==> src/rtl/fpmul_arbiter.sv <==
// fpmul_arbiter: round-robin arbiter/sequencer sharing one binary32 multiplier among NREQ
// requesters. One operand pair is accepted at a time. The pair is held in registers on
// mul_a/mul_b while the multiplier settles for MUL_LAT cycles. The product is then captured
// and returned with the owning requester's ID.
//
// Optional feature: define FPMUL_ARB_FLAGS_EN to add resp_flags = {nan, inf, zero}. These
// flags are classified from the captured product.
//
// Ports:
//   clk, rst_n            clock (rising edge), asynchronous active-low reset
//   req_valid/req_ready   per-requester request handshake; req_ready is one-hot or zero
//   req_a/req_b           packed operands, requester i at [32i+31:32i]
//   mul_a/mul_b/mul_r     registered operands to, and product from, the shared multiplier
//   resp_valid/ready      response handshake
//   resp_id/resp_data     owning requester and captured product
//   resp_flags            (FPMUL_ARB_FLAGS_EN only) {nan, inf, zero} of resp_data
//   busy                  high whenever not idle
module fpmul_arbiter #(
  parameter int unsigned NREQ    = 4,
  parameter int unsigned MUL_LAT = 1,
  parameter int unsigned IDW     = $clog2(NREQ)
) (
  input  logic                 clk,
  input  logic                 rst_n,
  input  logic [NREQ-1:0]      req_valid,
  output logic [NREQ-1:0]      req_ready,
  input  logic [32*NREQ-1:0]   req_a,
  input  logic [32*NREQ-1:0]   req_b,
  output logic [31:0]          mul_a,
  output logic [31:0]          mul_b,
  input  logic [31:0]          mul_r,
  output logic                 resp_valid,
  input  logic                 resp_ready,
  output logic [IDW-1:0]       resp_id,
  output logic [31:0]          resp_data,
`ifdef FPMUL_ARB_FLAGS_EN
  output logic [2:0]           resp_flags,
`endif
  output logic                 busy
);

  localparam int unsigned CntW = (MUL_LAT > 1) ? $clog2(MUL_LAT) : 1;
  localparam logic [CntW-1:0] CntInit = CntW'(MUL_LAT - 1);

  typedef enum logic [1:0] {StIdle, StExec, StResp} state_e;

  state_e          state_q;
  logic [IDW-1:0]  ptr_q;
  logic [CntW-1:0] cnt_q;
  logic [IDW-1:0]  id_q;
  logic [31:0]     mul_a_q, mul_b_q;
  logic            resp_valid_q;
  logic [IDW-1:0]  resp_id_q;
  logic [31:0]     resp_data_q;

  logic            grant_found;
  logic [IDW-1:0]  grant_idx;

`ifdef FPMUL_ARB_FLAGS_EN
  logic [2:0]      flags_q;

  function automatic logic [2:0] classify(input logic [31:0] v);
    logic exp_ones, exp_zero, mant_zero;
    exp_ones  = (v[30:23] == 8'hFF);
    exp_zero  = (v[30:23] == 8'h00);
    mant_zero = (v[22:0] == 23'h0);
    return {exp_ones & ~mant_zero, exp_ones & mant_zero, exp_zero & mant_zero};
  endfunction
`endif

  // Round-robin pick: first pending index at or above ptr_q, else the lowest pending index
  // (the wrap-around part of the search).
  always_comb begin
    grant_found = 1'b0;
    grant_idx   = '0;
    for (int i = 0; i < NREQ; i++) begin
      if (!grant_found && req_valid[i] && (i >= int'(ptr_q))) begin
        grant_found = 1'b1;
        grant_idx   = IDW'(i);
      end
    end
    for (int i = 0; i < NREQ; i++) begin
      if (!grant_found && req_valid[i]) begin
        grant_found = 1'b1;
        grant_idx   = IDW'(i);
      end
    end
  end

  // Gated by rst_n so that no grant is shown while reset is held.
  always_comb begin
    req_ready = '0;
    if (rst_n && (state_q == StIdle) && grant_found) begin
      req_ready[grant_idx] = 1'b1;
    end
  end

  always_ff @(posedge clk or negedge rst_n) begin
    if (!rst_n) begin
      state_q      <= StIdle;
      ptr_q        <= '0;
      cnt_q        <= '0;
      id_q         <= '0;
      mul_a_q      <= '0;
      mul_b_q      <= '0;
      resp_valid_q <= 1'b0;
      resp_id_q    <= '0;
      resp_data_q  <= '0;
`ifdef FPMUL_ARB_FLAGS_EN
      flags_q      <= '0;
`endif
    end else begin
      unique case (state_q)
        StIdle: begin
          if (grant_found) begin
            mul_a_q <= req_a[32*grant_idx +: 32];
            mul_b_q <= req_b[32*grant_idx +: 32];
            id_q    <= grant_idx;
            ptr_q   <= (grant_idx == IDW'(NREQ - 1)) ? '0 : grant_idx + 1'b1;
            cnt_q   <= CntInit;
            state_q <= StExec;
          end
        end
        StExec: begin
          if (cnt_q != '0) begin
            cnt_q <= cnt_q - 1'b1;
          end else begin
            resp_data_q  <= mul_r;
            resp_id_q    <= id_q;
            resp_valid_q <= 1'b1;
`ifdef FPMUL_ARB_FLAGS_EN
            flags_q      <= classify(mul_r);
`endif
            state_q      <= StResp;
          end
        end
        StResp: begin
          if (resp_ready) begin
            resp_valid_q <= 1'b0;
            state_q      <= StIdle;
          end
        end
        default: state_q <= StIdle;
      endcase
    end
  end

  assign mul_a      = mul_a_q;
  assign mul_b      = mul_b_q;
  assign resp_valid = resp_valid_q;
  assign resp_id    = resp_id_q;
  assign resp_data  = resp_data_q;
  assign busy       = (state_q != StIdle);
`ifdef FPMUL_ARB_FLAGS_EN
  assign resp_flags = flags_q;
`endif

endmodule

==> config.mk <==
export PLATFORM = sky130hd
export DESIGN_NAME = fpmul_arbiter
export DESIGN_NICKNAME = d
export VERILOG_FILES = /design/src/rtl/fpmul_arbiter.sv
export SDC_FILE = /design/constraint.sdc
export NUM_CORES = 1
export LEC_CHECK = 0
export ABC_AREA = 1
export BUFFER_PORTS_ARGS = -buffer_cell sky130_fd_sc_hd__buf_2
export CAP_MARGIN = 20
export CORE_AREA = 5 5 152 154
export CTS_CLUSTER_DIAMETER = 40
export DETAILED_ROUTE_END_ITERATION = 8
export DIE_AREA = 0 0 157 159
export PLACE_DENSITY = 0.63
export SLEW_MARGIN = 20
export SYNTH_ARGS = -nofsm -noshare
export SYNTH_HDL_FRONTEND = slang
export SYNTH_SLANG_ARGS = --single-unit
==> constraint.sdc <==
create_clock -name clk -period 1.81 [get_ports clk]
set_clock_uncertainty 0.2 [all_clocks]
set_input_delay 0.362 -clock clk [delete_from_list [all_inputs] [get_ports clk]]
set_output_delay 0.362 -clock clk [all_outputs]
set_load 0.005 [all_outputs]
[Yosys cells after proc, flatten, opt, wreduce, memory -nomap -nowiden]
Index checks and enable logic that the tools add are counted.
Storage, ports and cells
  bits in registers: 106
  input bits: 295
  output and inout bits: 104
Operators by class
  add/sub/neg operators: 2
  $lt $le $gt $ge: 5
  eq/ne operators: 6
  shift operators: 2
  mux-type cells: 29
  bitwise logic cells: 1
  reduce and logical (&&, ||, !) cells: 29
Operators with widths (count)
  $shiftx A128 B8 Y32: 2
  $mux W2: 10
  $mux W1: 14
  $logic_and A1 B1 Y1: 13
  $logic_not A1 Y1: 7
  $ne A2 B2 Y1 const B: 3
  $pmux W2 S3: 1
  $reduce_and A2 Y1: 3
  $reduce_and A3 Y1: 2
  $reduce_bool A2 Y1: 3
  $eq A2 B2 Y1 const B: 2
  $ge A1 B2 Y1 const A: 2
  $mux W4: 1
  $pmux W1 S2: 2
  $lt A2 B3 Y1 const B: 1
  $add A2 B1 Y2 const B: 1
  $demux W1 S2: 1
  $eq A2 B1 Y1 const B: 1
  $ge A2 B1 Y1 const B: 1
  $ge A2 B2 Y1 const A: 1
  $logic_not A2 Y1: 1
  $not A1 Y1: 1
  $sub A1 B1 Y1 const B: 1

[Depth between registers and ports, before layout]
Gate-level depths: netlist of the first run.
  depth after elaboration: 31
  mapped depth: 13

[Worst setup path after synthesis of the first run]
OpenSTA, ideal clock, no wires.
  kind: register to output
  from: register ptr_q[0]
  to: output port req_ready[3]
  arrival: 1453 ps
  setup slack: -205 ps
  cell stages (with the launch flop): 10
  cells stage by stage: dfrtp_1 > nand2_1 > a21oi_2 > nand3_2 > nand3_2 > buf_2 > buf_2 > ha_1 > inv_1 > nor2_1
On the way
  longest elaborated chain between the ends: 31
  elaborated cells on any way between the ends: 42
Ends and longest elaborated chain
  start: declaration: line 48  | logic [IDW-1:0] ptr_q;
  start signal: assignment: line 119  | ptr_q <= (grant_idx == IDW'(NREQ - 1)) ? '0 : grant_idx + 1'b1;
  $ge A1 B2 Y1: line 77  | if (!grant_found && req_valid[i] && (i >= int'(ptr_q))) begin
  $logic_and A1 B1 Y1: line 77
  $mux W1: line 77
  $logic_not A1 Y1: line 77
  $logic_and A1 B1 Y1 (2 in series): line 77
  $mux W1: line 77
  $logic_not A1 Y1: line 77
  $logic_and A1 B1 Y1 (2 in series): line 77
  [... 14 more ...]
  $logic_and A1 B1 Y1: line 83  | if (!grant_found && req_valid[i]) begin
  $mux W2 (*): line 83
  named net grant_idx[0]: line 57  | logic [IDW-1:0] grant_idx;
  $lt A2 B3 Y1 (not written as such) or $ge A2 B1 Y1 (tied branches): line 94  | req_ready[grant_idx] = 1'b1;
  $logic_and A1 B1 Y1 (not written as such): line 94
  $mux W1 (not written as such): line 94
  $demux W1 S2 (*): line 94
  $mux W4 (*): line 93  | if (rst_n && (state_q == StIdle) && grant_found) begin
  end: declaration: line 26  | output logic [NREQ-1:0] req_ready,
The timed path passes the listed nets; every way through them passes the cells marked *.

[Worst setup path in the final report of the first run]
  from: register ptr_q[0]
  to: output port req_ready[2]
On the way
  longest elaborated chain between the ends: 31
  elaborated cells on any way between the ends: 42
Ends and longest elaborated chain (line)
  $ge A1 B2 Y1: 77
  $logic_and A1 B1 Y1: 77
  $mux W1: 77
  $logic_not A1 Y1: 77
  $logic_and A1 B1 Y1 (2 in series): 77
  $mux W1: 77
  $logic_not A1 Y1: 77
  $logic_and A1 B1 Y1 (2 in series): 77
  [... 13 more ...]
  $logic_not A1 Y1: 83
  $logic_and A1 B1 Y1: 83
  $mux W2: 83
  $lt A2 B3 Y1 (not written as such) or $ge A2 B1 Y1 (tied branches): 94
  $logic_and A1 B1 Y1 (not written as such): 94
  $mux W1 (not written as such): 94
  $demux W1 S2: 94
  $mux W4 (*): 93
Every way passes the cells marked *; elsewhere a longest branch is shown, timed or not.

==> reports/results.txt, run 1 <==
Ys Warns: 0
root buffer selected by CTS: clkbuf_16
Slew HR: 0.5656
via count: 9320
Non-Filler Instances: 1958
Post-synth EDFFs: 0
FF/Latch Area: 2628 um^2
Mean Syn Cell Area: 6.090 um^2
dpl cell area: 9881 um^2
Fill cells: 1930
cell accounting for the most synthesized area: dfrtp_1
clock tree buffer depth: 2
CP arrival: 1800 ps
period utilization: 1.305
worst r2r dst: mul_b[29]
Yosys reg bits: 105
Seq/Total Area, Yosys: 0.3626
PnR worst setup slack: -552.0 ps
synthesis-to-finish area growth: 77.04%
Die Y: 159 um
R2R setup slack: -470 ps
Die ar.: 24960 um^2
Leakage: 0.007843 uW
# rows: 54
Yosys top cell area share: 0.3626
Hold Crit Class: in -> reg
Worst-Skew Late Latency: 350 ps
most frequent cells after synthesis: nand2_1 (465), inv_1 (251), nand3_1 (240)
largest net degree at the start of global routing: 106
final hold vios: 0
DP Wirelength: 19330 um
slowest cell delay on critical path: 420 ps
CP Buf/Inv Count: 4
share of post-route cells with drive strength above 1: 0.4469
Worst path top cell family by delay: simple AND/OR/NAND/NOR gates
DRC errors left: 0
slowest stage cell, crit path: dfrtp_1
crit path cell chain: inv_1 -> nand2_1 -> nand2_1 -> nand2_1 -> nand3_2 -> nand3_4 -> clkinv_4 -> ha_4 -> inv_2 -> nor2_2 -> buf_2
CP Data Required Time: 1250 ps
ys flop type: dfrtp_1
Mapped Area: 7247 um^2
pwr/cell area: 1526 nW/um^2
final worst path period need: 2362 ps
slew of the pin with the lowest slew margin: 651.6 ps
GRT Total Usage: 0.2492
cell mode on critical path: nand2_1
RSZ-0062 raised after global routing: true
WHS Endpoint: resp_data[10]
number of nets in the layout: 1970
Synth Net Count: 1489
total wire length: 32510 um
Hold Path Stages: 3
Setup CP Type: reg -> out
Hold Startpoint: mul_r[10]
Final setup viols: 71
initial antenna violation count: 3
Final Instance Area: 12830 um^2
drt pass-1 iters: 7
Routed wire per std cell: 16.60 um
CTS tree: yes
core footprint: 21550 um^2
Max Cap Viol: 0
Pins Over Slew Limit: 0
Die Width: 157 um
Top-Level Pins: 399
First DRT Iteration DRCs: 561
Yosys cell types: 25
area of the multi-input gates: 4339 um^2
Startpoint Class: flop
Max VDD drop: 0.6267 mV
Post-DRT Antenna Nets: 0
Final Util: 0.5953
Initial Utilization: 0.3362
Power Total: 19580 uW
status: finished, violations left
Worst Setup End Kind: output port
routability cong.: 0.8937
Post-Place Cells: 1847
first-pass GRT wire length: 50100 um
clock-pin slew on the worst setup and hold paths: 80 ps
Worst R2R Path Depth: 16
vias in the first global route: 9580
failing checks: negative setup slack
Synth area leaders: dfrtp_1 (36%), nand2_1 (24%), nand3_1 (17%)
total CTS buffers: 9
GRT overflow: 0
Fin Setup TNS: -26310 ps
PortBufs: 398
asr flop ratio synth: 1.000
clk sinks: 105
reg2reg start: ptr_q[0]
most frequent cell after synthesis: nand2_1
DR vias/cell: 4.760
H-tree depth: 3
fmax: 0.4234 GHz
crit path max fanout: 4
Syn Inst Count: 1190
## worst min-delay path: cells and delay by family
kind                   cells  cell delay (ps)
buffers and inverters      1               70
and+or+nand+nor            2              110
## power breakdown
group	total, uW	internal (uW)	switching, uW	leakage, uW
sequential	4170	3550	622	0.00128
combinational	13300	6320	6980	0.00641
clock	2110	1020	1090	0.000154
## flip-flops by register name, indices dropped and copies added, names as in the netlist
name	cells
mul_a	32
ptr_q	2
resp_data	32
id_q	2
state_q	2
resp_id	2
mul_b	32
resp_valid	1
## what timing repair did
item                       CTS  global route
resized for setup          306            16
pin swaps                   91             8
hold buffers                28             0
setup endpoints to repair   72            73
hold endpoints to repair   132             0
gates cloned                23             4
setup buffers               37             6
## final cells by class
| class | count | share of cell area |
|---|---|---|
| Antenna cell | 2 | 0.0003901 |
| Clock buffer | 9 | 0.01755 |
| Clock inverter | 7 | 0.006924 |
| Inverter | 257 | 0.07578 |
| Multi-Input combinational cell | 758 | 0.3382 |
| Sequential cell | 105 | 0.2048 |
| Tap cell | 280 | 0.02731 |
| Timing Repair Buffer | 540 | 0.3290 |
## stage by stage
step | hold slack (ps) | worst slack [ps]
2_1_floorplan | -133.6 | -99.08
3_3_place_gp | 249.8 | -249.9
3_5_place_dp | 252.6 | -300.9
4_1_cts | 1.352 | -526.5
5_1_grt | 8.048 | -682.4
6_report | 16.38 | -552.0
## layer usage
| layer | routed length [um] | global-route usage |
|---|---|---|
| met1 | 12320 | 0.2980 |
| met2 | 16510 | 0.4385 |
| met3 | 2349 | 0.04539 |
| met4 | 1320 | 0.09901 |
| met5 | 11 | 0 |
## how the worst max path moves through the flow
| stage | startpoint | endpoint | slack [ps] | depth (start not counted) |
|---|---|---|---|---|
| global placement | req_valid[0] | mul_b[28] | -250 | 12 |
| finish | ptr_q[0] | req_ready[2] | -550 | 11 |
| global route | ptr_q[0] | req_ready[2] | -680 | 11 |
| detailed placement | req_valid[1] | mul_a[28] | -300 | 9 |
| CTS | ptr_q[1] | req_ready[2] | -530 | 9 |
| floorplan | ptr_q[1] | req_ready[2] | -100 | 10 |
## cells by family after synthesis
logic type | synth area share
simple gates | 0.4297
compound gates | 0.01847
flops | 0.3626
fa+ha+maj | 0.006906
buf+inv | 0.1823
## cells in the final DEF (no fill, tap or decap), types with 5 or more instances in the layout
master	instances
o211ai_1	9
buf_8	10
nand2_4	44
dfrtp_1	105
nand3_2	92
nand2_1	372
buf_2	397
dlygate4sd3_1	28
or2_4	6
inv_2	6
nand2_2	51
buf_12	32
buf_16	24
nand3_1	148
buf_6	22
clkbuf_16	12
buf_4	24
nor2_4	5
inv_1	249
No activity file was read; power rests on OpenSTA's default activity.
==> run 2, diff against run 1 <==
ABC_AREA = default   (was 1)
CORE_AREA = 5 5 154 156   (was 5 5 152 154)
DIE_AREA = 0 0 159 161   (was 0 0 157 159)
PLACE_DENSITY = 0.57   (was 0.63)
==> run 2 against run 1 <==
Against the previous run: synthesized area down 13%; critical path depth shrank 2; non-clock buffer count fell by 43; hold slack better by 17 ps; fmax shrank 4.9%; clock power down 3%; the run still ends with negative setup slack left; sequential share of layout area is 3.3 points higher; die area up 2.5%.
==> reports/results.txt, run 2 <==
status: finished, violations left (unchanged)
failing checks: negative setup slack (unchanged)
Die ar.: 25600 um^2 (was 24960 um^2)
Die Width: 159 um (was 157 um)
final worst path period need: 2484 ps (was 2362 ps)
PortBufs: 398 (unchanged)
Fin Setup TNS: -31560 ps (was -26310 ps)
Worst Setup End Kind: output port (unchanged)
total wire length: 29790 um (was 32510 um)
Max Cap Viol: 0 (unchanged)
Setup crit start: ptr_q[0] (unchanged)
Initial Utilization: 0.2843 (was 0.3362)
Non-Filler Instances: 1378 (was 1958)
vias in the first global route: 7493 (was 9580)
worst r2r dst: mul_b[26] (was mul_b[29])
period utilization: 1.372 (was 1.305)
Fill cells: 2052 (was 1930)
Top-Level Pins: 399 (unchanged)
asr flop ratio synth: 1.000 (unchanged)
via count: 6974 (was 9320)
hold slack final: 33.26 ps (was 16.38 ps)
slowest stage cell, crit path: dfrtp_1 (unchanged)
Yosys top cell area share: 0.4158 (was 0.3626)
DR vias/cell: 5.061 (was 4.760)
clock tree buffer depth: 2 (unchanged)
pre-CTS setup slack: -447.4 ps (was -300.9 ps)
synthesis-to-finish area growth: 74.67% (was 77.04%)
Post-DRT Antenna Nets: 0 (unchanged)
largest net degree at the start of global routing: 83 (was 106)
clk sinks: 105 (unchanged)
clock-pin slew on the worst setup and hold paths: 80 ps (about the same)
slowest cell delay on critical path: 430 ps (was 420 ps)
most frequent cells in the layout: buf_2 (394), dfrtp_1 (104), a211oi_2 (98) (was buf_2 (397), nand2_1 (372), inv_1 (249))
Max VDD drop: 0.5364 mV (was 0.6267 mV)
PnR worst setup slack: -673.5 ps (was -552.0 ps)
fmax: 0.4027 GHz (was 0.4234 GHz)
stages on the worst setup path: 9 (was 11)
GRT overflow: 0 (unchanged)
Mapped Area: 6319 um^2 (was 7247 um^2)
root buffer selected by CTS: clkbuf_16 (unchanged)
Yosys cell types: 35 (was 25)
area of the multi-input gates: 4113 um^2 (was 4339 um^2)
DP Wirelength: 19900 um (was 19330 um)
crit path max fanout: 4 (unchanged)
worst setup path endpoint: req_ready[1] (was req_ready[2])
Routed wire per std cell: 21.62 um (was 16.60 um)
routability cong.: 0.8044 (was 0.8937)
Mean Syn Cell Area: 9.873 um^2 (was 6.090 um^2)
Syn Inst Count: 640 (was 1190)
Setup CP Type: reg -> out (unchanged)
Synth Net Count: 939 (was 1489)
RSZ-0062 raised after global routing: true (unchanged)
most frequent cell after synthesis: dfrtp_1 (was nand2_1)
FF/Latch Area: 2629 um^2 (was 2628 um^2)
Hold Crit Class: in -> reg (unchanged)
Yosys reg bits: 105 (unchanged)
Post-Place Cells: 1313 (was 1847)
R2R setup slack: -530 ps (was -470 ps)
DRC errors left: 0 (unchanged)
H-tree depth: 3 (unchanged)
Leakage: 0.005022 uW (was 0.007843 uW)
GRT Total Usage: 0.2228 (was 0.2492)
final hold vios: 0 (unchanged)
CTS tree: yes (unchanged)
Worst path top cell family by delay: buffers and inverters (was simple AND/OR/NAND/NOR gates)
slew of the pin with the lowest slew margin: 480.6 ps (was 651.6 ps)
Slew HR: 0.6796 (was 0.5656)
crit path cell chain: buf_6 -> nand2b_4 -> a21boi_2 -> nor3_2 -> inv_1 -> buf_6 -> ha_4 -> and3_4 -> buf_6 (was inv_1 -> nand2_1 -> nand2_1 -> nand2_1 -> nand3_2 -> nand3_4 -> clkinv_4 -> ha_4 -> inv_2 -> nor2_2 -> buf_2)
Post-synth EDFFs: 0 (unchanged)
reg2reg start: ptr_q[1] (was ptr_q[0])
Seq/Total Area, Yosys: 0.4158 (was 0.3626)
ys flop type: dfrtp_1 (unchanged)
cell accounting for the most synthesized area: dfrtp_1 (unchanged)
cell mode on critical path: buf_6 (was nand2_1)
First DRT Iteration DRCs: 239 (was 561)
Die Y: 161 um (was 159 um)
Ys Warns: 0 (unchanged)
# rows: 55 (was 54)
Worst-Skew Late Latency: 350 ps (about the same)
Synth area leaders: dfrtp_1 (42%), mux2i_1 (8.7%), a211oi_1 (8.6%) (was dfrtp_1 (36%), nand2_1 (24%), nand3_1 (17%))
number of nets in the layout: 1383 (was 1970)
Worst R2R Path Depth: 8 (was 16)
most frequent cells after synthesis: dfrtp_1 (105), a211oi_1 (72), nor2_1 (68) (was nand2_1 (465), inv_1 (251), nand3_1 (240))
core footprint: 22230 um^2 (was 21550 um^2)
Final setup viols: 70 (was 71)
Startpoint Class: flop (unchanged)
CP Data Required Time: 1250 ps (about the same)
commonest non-fill, non-tap cell in the layout: buf_2 (unchanged)
first-pass GRT wire length: 44640 um (was 50100 um)
total CTS buffers: 9 (unchanged)
Pins Over Slew Limit: 0 (unchanged)
drt pass-1 iters: 4 (was 7)
CP Buf/Inv Count: 4 (unchanged)
CP arrival: 1920 ps (was 1800 ps)
share of post-route cells with drive strength above 1: 0.6630 (was 0.4469)
initial antenna violation count: 3 (unchanged)
pwr/cell area: 1618 nW/um^2 (was 1526 nW/um^2)
## run 2: power breakdown
| group | switching, uW | internal [uW] | leakage, uW | total (uW) |
|---|---|---|---|---|
| registers | 666 | 3570 | 0.00119 | 4240 |
| logic | 5690 | 5880 | 0.00368 | 11600 |
| clock network | 1050 | 995 | 0.000150 | 2050 |
| total | 7410 | 10400 | 0.00502 | 17900 |
## run 2: worst min path at each step
stage,from,end,slack [ps],cells past startpoint
3_5_place_dp,rst_n,resp_id[1],40,1
2_1_floorplan,rst_n,id_q[0],-130,0
3_3_place_gp,rst_n,mul_a[29],40,1
5_1_grt,mul_r[8],resp_data[8],20,2
6_report,mul_r[29],resp_data[29],30,2
4_1_cts,mul_r[11],resp_data[11],20,2
## run 2: logic make-up after synthesis
logic type / share of synthesized area
and+or+nand+nor: 0.07762
AOI/OAI and AO/OA: 0.2602
adders and majority gates: 0.007921
DFF: 0.4158
buffers and inverters: 0.09069
muxes: 0.1477
## run 2: repair_timing
action	4_1_cts	5_1_grt
resized for setup	153	48
pin swaps	53	17
endpoints found under the hold margin	23	0
endpoints found under the setup margin	71	71
cloned	18	0
hold buffers	2	0
buffers inserted	37	5
## run 2: worst register-to-register path, cell delays in order (launching register included)
cell,delay [ps]
dfrtp_2,460
or3b_4,410
and3_4,230
clkinv_8,70
buf_8,120
buf_16,170
buf_16,180
mux2i_2,280
a211oi_2,100
## run 2: per-layer routing
metal,vias up,share of wire,global-route usage
met2,318,0.50,0.3853
met3,50,0.074,0.06277
met5,-,0,0
met1,3370,0.39,0.2630
li1,3236,-,-
met4,0,0.032,0.08569
## run 2: metrics by stage
step           instance area (um^2)  utilization  power [uW]
2_1_floorplan                  6649            -        9437
3_3_place_gp                   9119       0.4102       12640
3_5_place_dp                   9119       0.4102       12760
4_1_cts                       10890       0.4900       17820
5_1_grt                       11030       0.4963       19000
6_report                      11040       0.4965       17860
## run 2: cell type report
| type | instances | area share |
|---|---|---|
| repair buffers | 497 | 0.3063 |
| well taps | 285 | 0.03231 |
| clock buffers | 9 | 0.02041 |
| flip-flops and latches | 105 | 0.2382 |
| inverters | 59 | 0.02188 |
| clock inverters | 7 | 0.007369 |
| multi-input cells | 412 | 0.3726 |
| diodes | 4 | 0.0009069 |
==> run 3, diff against run 2 <==
PLACE_DENSITY = 0.71   (was 0.57)
==> run 3 against run 2 <==
Against the previous run: the run still ends with negative setup slack left; fmax up 1.5%; setup slack better by 36 ps; global-route usage down 2.7 points; via count up 1.8%; wire length down 9.1%; critical path depth down 1; combinational power down 7%; flip-flop and latch count unchanged; critical path type unchanged; largest cell class unchanged; largest power group unchanged.
==> reports/results.txt, run 3 (synthesis gave the netlist of run 2 again) <==
status: finished, violations left (unchanged)
failing checks: negative setup slack (unchanged)
Max Cap Viol: 0 (unchanged)
clock-pin slew on the worst setup and hold paths: 80 ps (about the same)
Max VDD drop: 0.5973 mV (was 0.5364 mV)
DRC errors left: 0 (unchanged)
first-pass GRT wire length: 40320 um (was 44640 um)
final worst path period need: 2447 ps (was 2484 ps)
Antenna Cells: 0 (was 4)
total internal power: 10080 uW (was 10450 uW)
Worst Setup End Kind: output port (unchanged)
Leakage: 0.005005 uW (was 0.005022 uW)
# rows: 55 (unchanged)
commonest non-fill, non-tap cell in the layout: buf_2 (unchanged)
PnR worst setup slack: -637.1 ps (was -673.5 ps)
largest net degree at the start of global routing: 52 (was 83)
root buffer selected by CTS: clkbuf_16 (unchanged)
Initial Utilization: 0.2843 (unchanged)
Pins Over Slew Limit: 0 (unchanged)
DP Wirelength: 18880 um (was 19900 um)
core footprint: 22230 um^2 (unchanged)
Setup CP Type: reg -> out (unchanged)
H-tree depth: 3 (unchanged)
GRT Total Usage: 0.1953 (was 0.2228)
clock power share: 0.119 (was 0.115)
total CTS buffers: 9 (unchanged)
DR vias/cell: 5.172 (was 5.061)
initial antenna violation count: 1 (was 3)
First DRT Iteration DRCs: 328 (was 239)
CP arrival: 1890 ps (was 1920 ps)
clock tree buffer depth: 2 (unchanged)
most frequent cells in the layout: buf_2 (392), dfrtp_1 (104), a211oi_2 (91) (was buf_2 (394), dfrtp_1 (104), a211oi_2 (98))
routability cong.: 0.8421 (was 0.8044)
Hold Crit Class: in -> async (was in -> reg)
Comb power frac: 0.633 (was 0.648)
slew of the pin with the lowest slew margin: 651.0 ps (was 480.6 ps)
share of post-route cells with drive strength above 1: 0.6342 (was 0.6630)
hold slack final: 5.530 ps (was 33.26 ps)
Fin Setup TNS: -34530 ps (was -31560 ps)
worst r2r dst: mul_a[19] (was mul_b[26])
number of nets in the layout: 1382 (was 1383)
Die Width: 159 um (unchanged)
fmax: 0.4086 GHz (was 0.4027 GHz)
drt pass-1 iters: 5 (was 4)
Top-Level Pins: 399 (unchanged)
pwr/cell area: 1605 nW/um^2 (was 1618 nW/um^2)
crit path max fanout: 4 (unchanged)
period utilization: 1.352 (was 1.372)
reg2reg start: ptr_q[0] (was ptr_q[1])
NetSw: 7045 uW (was 7410 uW)
Final setup viols: 70 (unchanged)
final hold vios: 0 (unchanged)
R2R setup slack: -570 ps (was -530 ps)
clk sinks: 105 (unchanged)
PortBufs: 398 (unchanged)
Worst-Skew Late Latency: 350 ps (about the same)
GRT overflow: 0 (unchanged)
Sw Share: 0.4114 (was 0.4150)
CP Data Required Time: 1250 ps (about the same)
Die ar.: 25600 um^2 (unchanged)
via count: 7101 (was 6974)
synthesis-to-finish area growth: 68.81% (was 74.67%)
RSZ-0062 raised after global routing: true (unchanged)
Slew HR: 0.5660 (was 0.6796)
Worst R2R Path Depth: 10 (was 8)
Die Y: 161 um (unchanged)
Routed wire per std cell: 19.73 um (was 21.62 um)
vias in the first global route: 7484 (was 7493)
Post-DRT Antenna Nets: 0 (unchanged)
part of the power in registers: 0.248 (was 0.237)
total wire length: 27080 um (was 29790 um)
Power Total: 17120 uW (was 17860 uW)
Startpoint Class: flop (unchanged)
Final Util: 0.4799 (was 0.4965)
CTS tree: yes (unchanged)
## run 3: changes by cell type in the layout (fill, tap and decap cells not counted), sizes merged
| cell | before | now |
|---|---|---|
| buf | 495 | 491 |
| diode | 4 | 0 |
| inv | 63 | 62 |
| clkbuf | 9 | 12 |
| clkinv | 3 | 4 |
## run 3: worst max-delay path by stage
stage,slack [ps],cells past startpoint,from,end
2_1_floorplan,-410,8,ptr_q[0],req_ready[2]
3_3_place_gp,-510,7,req_valid[0],mul_b[18]
3_5_place_dp,-560,7,req_valid[0],mul_b[18]
4_1_cts,-690,5,ptr_q[1],req_ready[1]
5_1_grt,-720,8,ptr_q[0],req_ready[3]
6_report,-640,8,ptr_q[0],req_ready[2]
## run 3: repair_timing
| item | CTS | global route |
|---|---|---|
| hold buffers | 2 | 0 |
| endpoints found under the setup margin | 72 | 74 |
| pin swaps | 12 | 38 |
| cloned | 8 | 3 |
| buffers inserted | 15 | 15 |
| endpoints found under the hold margin | 11 | 0 |
| gates resized for setup | 67 | 65 |
## run 3: area by class of cell
cell class / count / area (um^2)
Clock buffer: 9 / 225.2
Clock inverter: 7 / 83.83
Fill cell: 2035 / 11560
Inverter: 59 / 236.5
Multi-Input combinational cell: 412 / 3817
Sequential cell: 105 / 2629
Tap cell: 285 / 356.6
Timing Repair Buffer: 496 / 3318
## run 3: routing by layer
layer  track usage  wire (um)  vias to the layer above  part of all wire
met1        0.2363      10550                     3406              0.39
met5             0          7                        -           0.00026
met2        0.3300      13310                      387              0.49
met4       0.08104       1012                        2             0.037
met3       0.05231       2207                       67             0.081
li1              -          -                     3239                 -
## run 3: worst max-delay path, cell delays in order, from the launching register on
cell     delay [ps]
dfrtp_1         410
buf_6           150
nand3_2          80
a21oi_2          70
nor3_2          230
buf_4           200
ha_4            130
and3_4          160
buf_6           100
## run 3: power groups by stage
stage          clock network, uW  registers [uW]  logic, uW
2_1_floorplan                  0            4300       5130
3_3_place_gp                   0            4210       8540
3_5_place_dp                   0            4250       8730
4_1_cts                     2100            4230      10100
5_1_grt                     2210            4400      11600
6_report                    2040            4240      10800
## run 3: stage by stage
step / area [um^2] / setup WS, ps / std cells
floorplan: 6649 / -405.8 / 640
detailed placement: 9259 / -555.2 / 1321
CTS: 10280 / -687.4 / 1362
global placement: 9259 / -506.9 / 1321
global route: 10670 / -724.3 / 1373
finish: 10670 / -637.1 / 1373
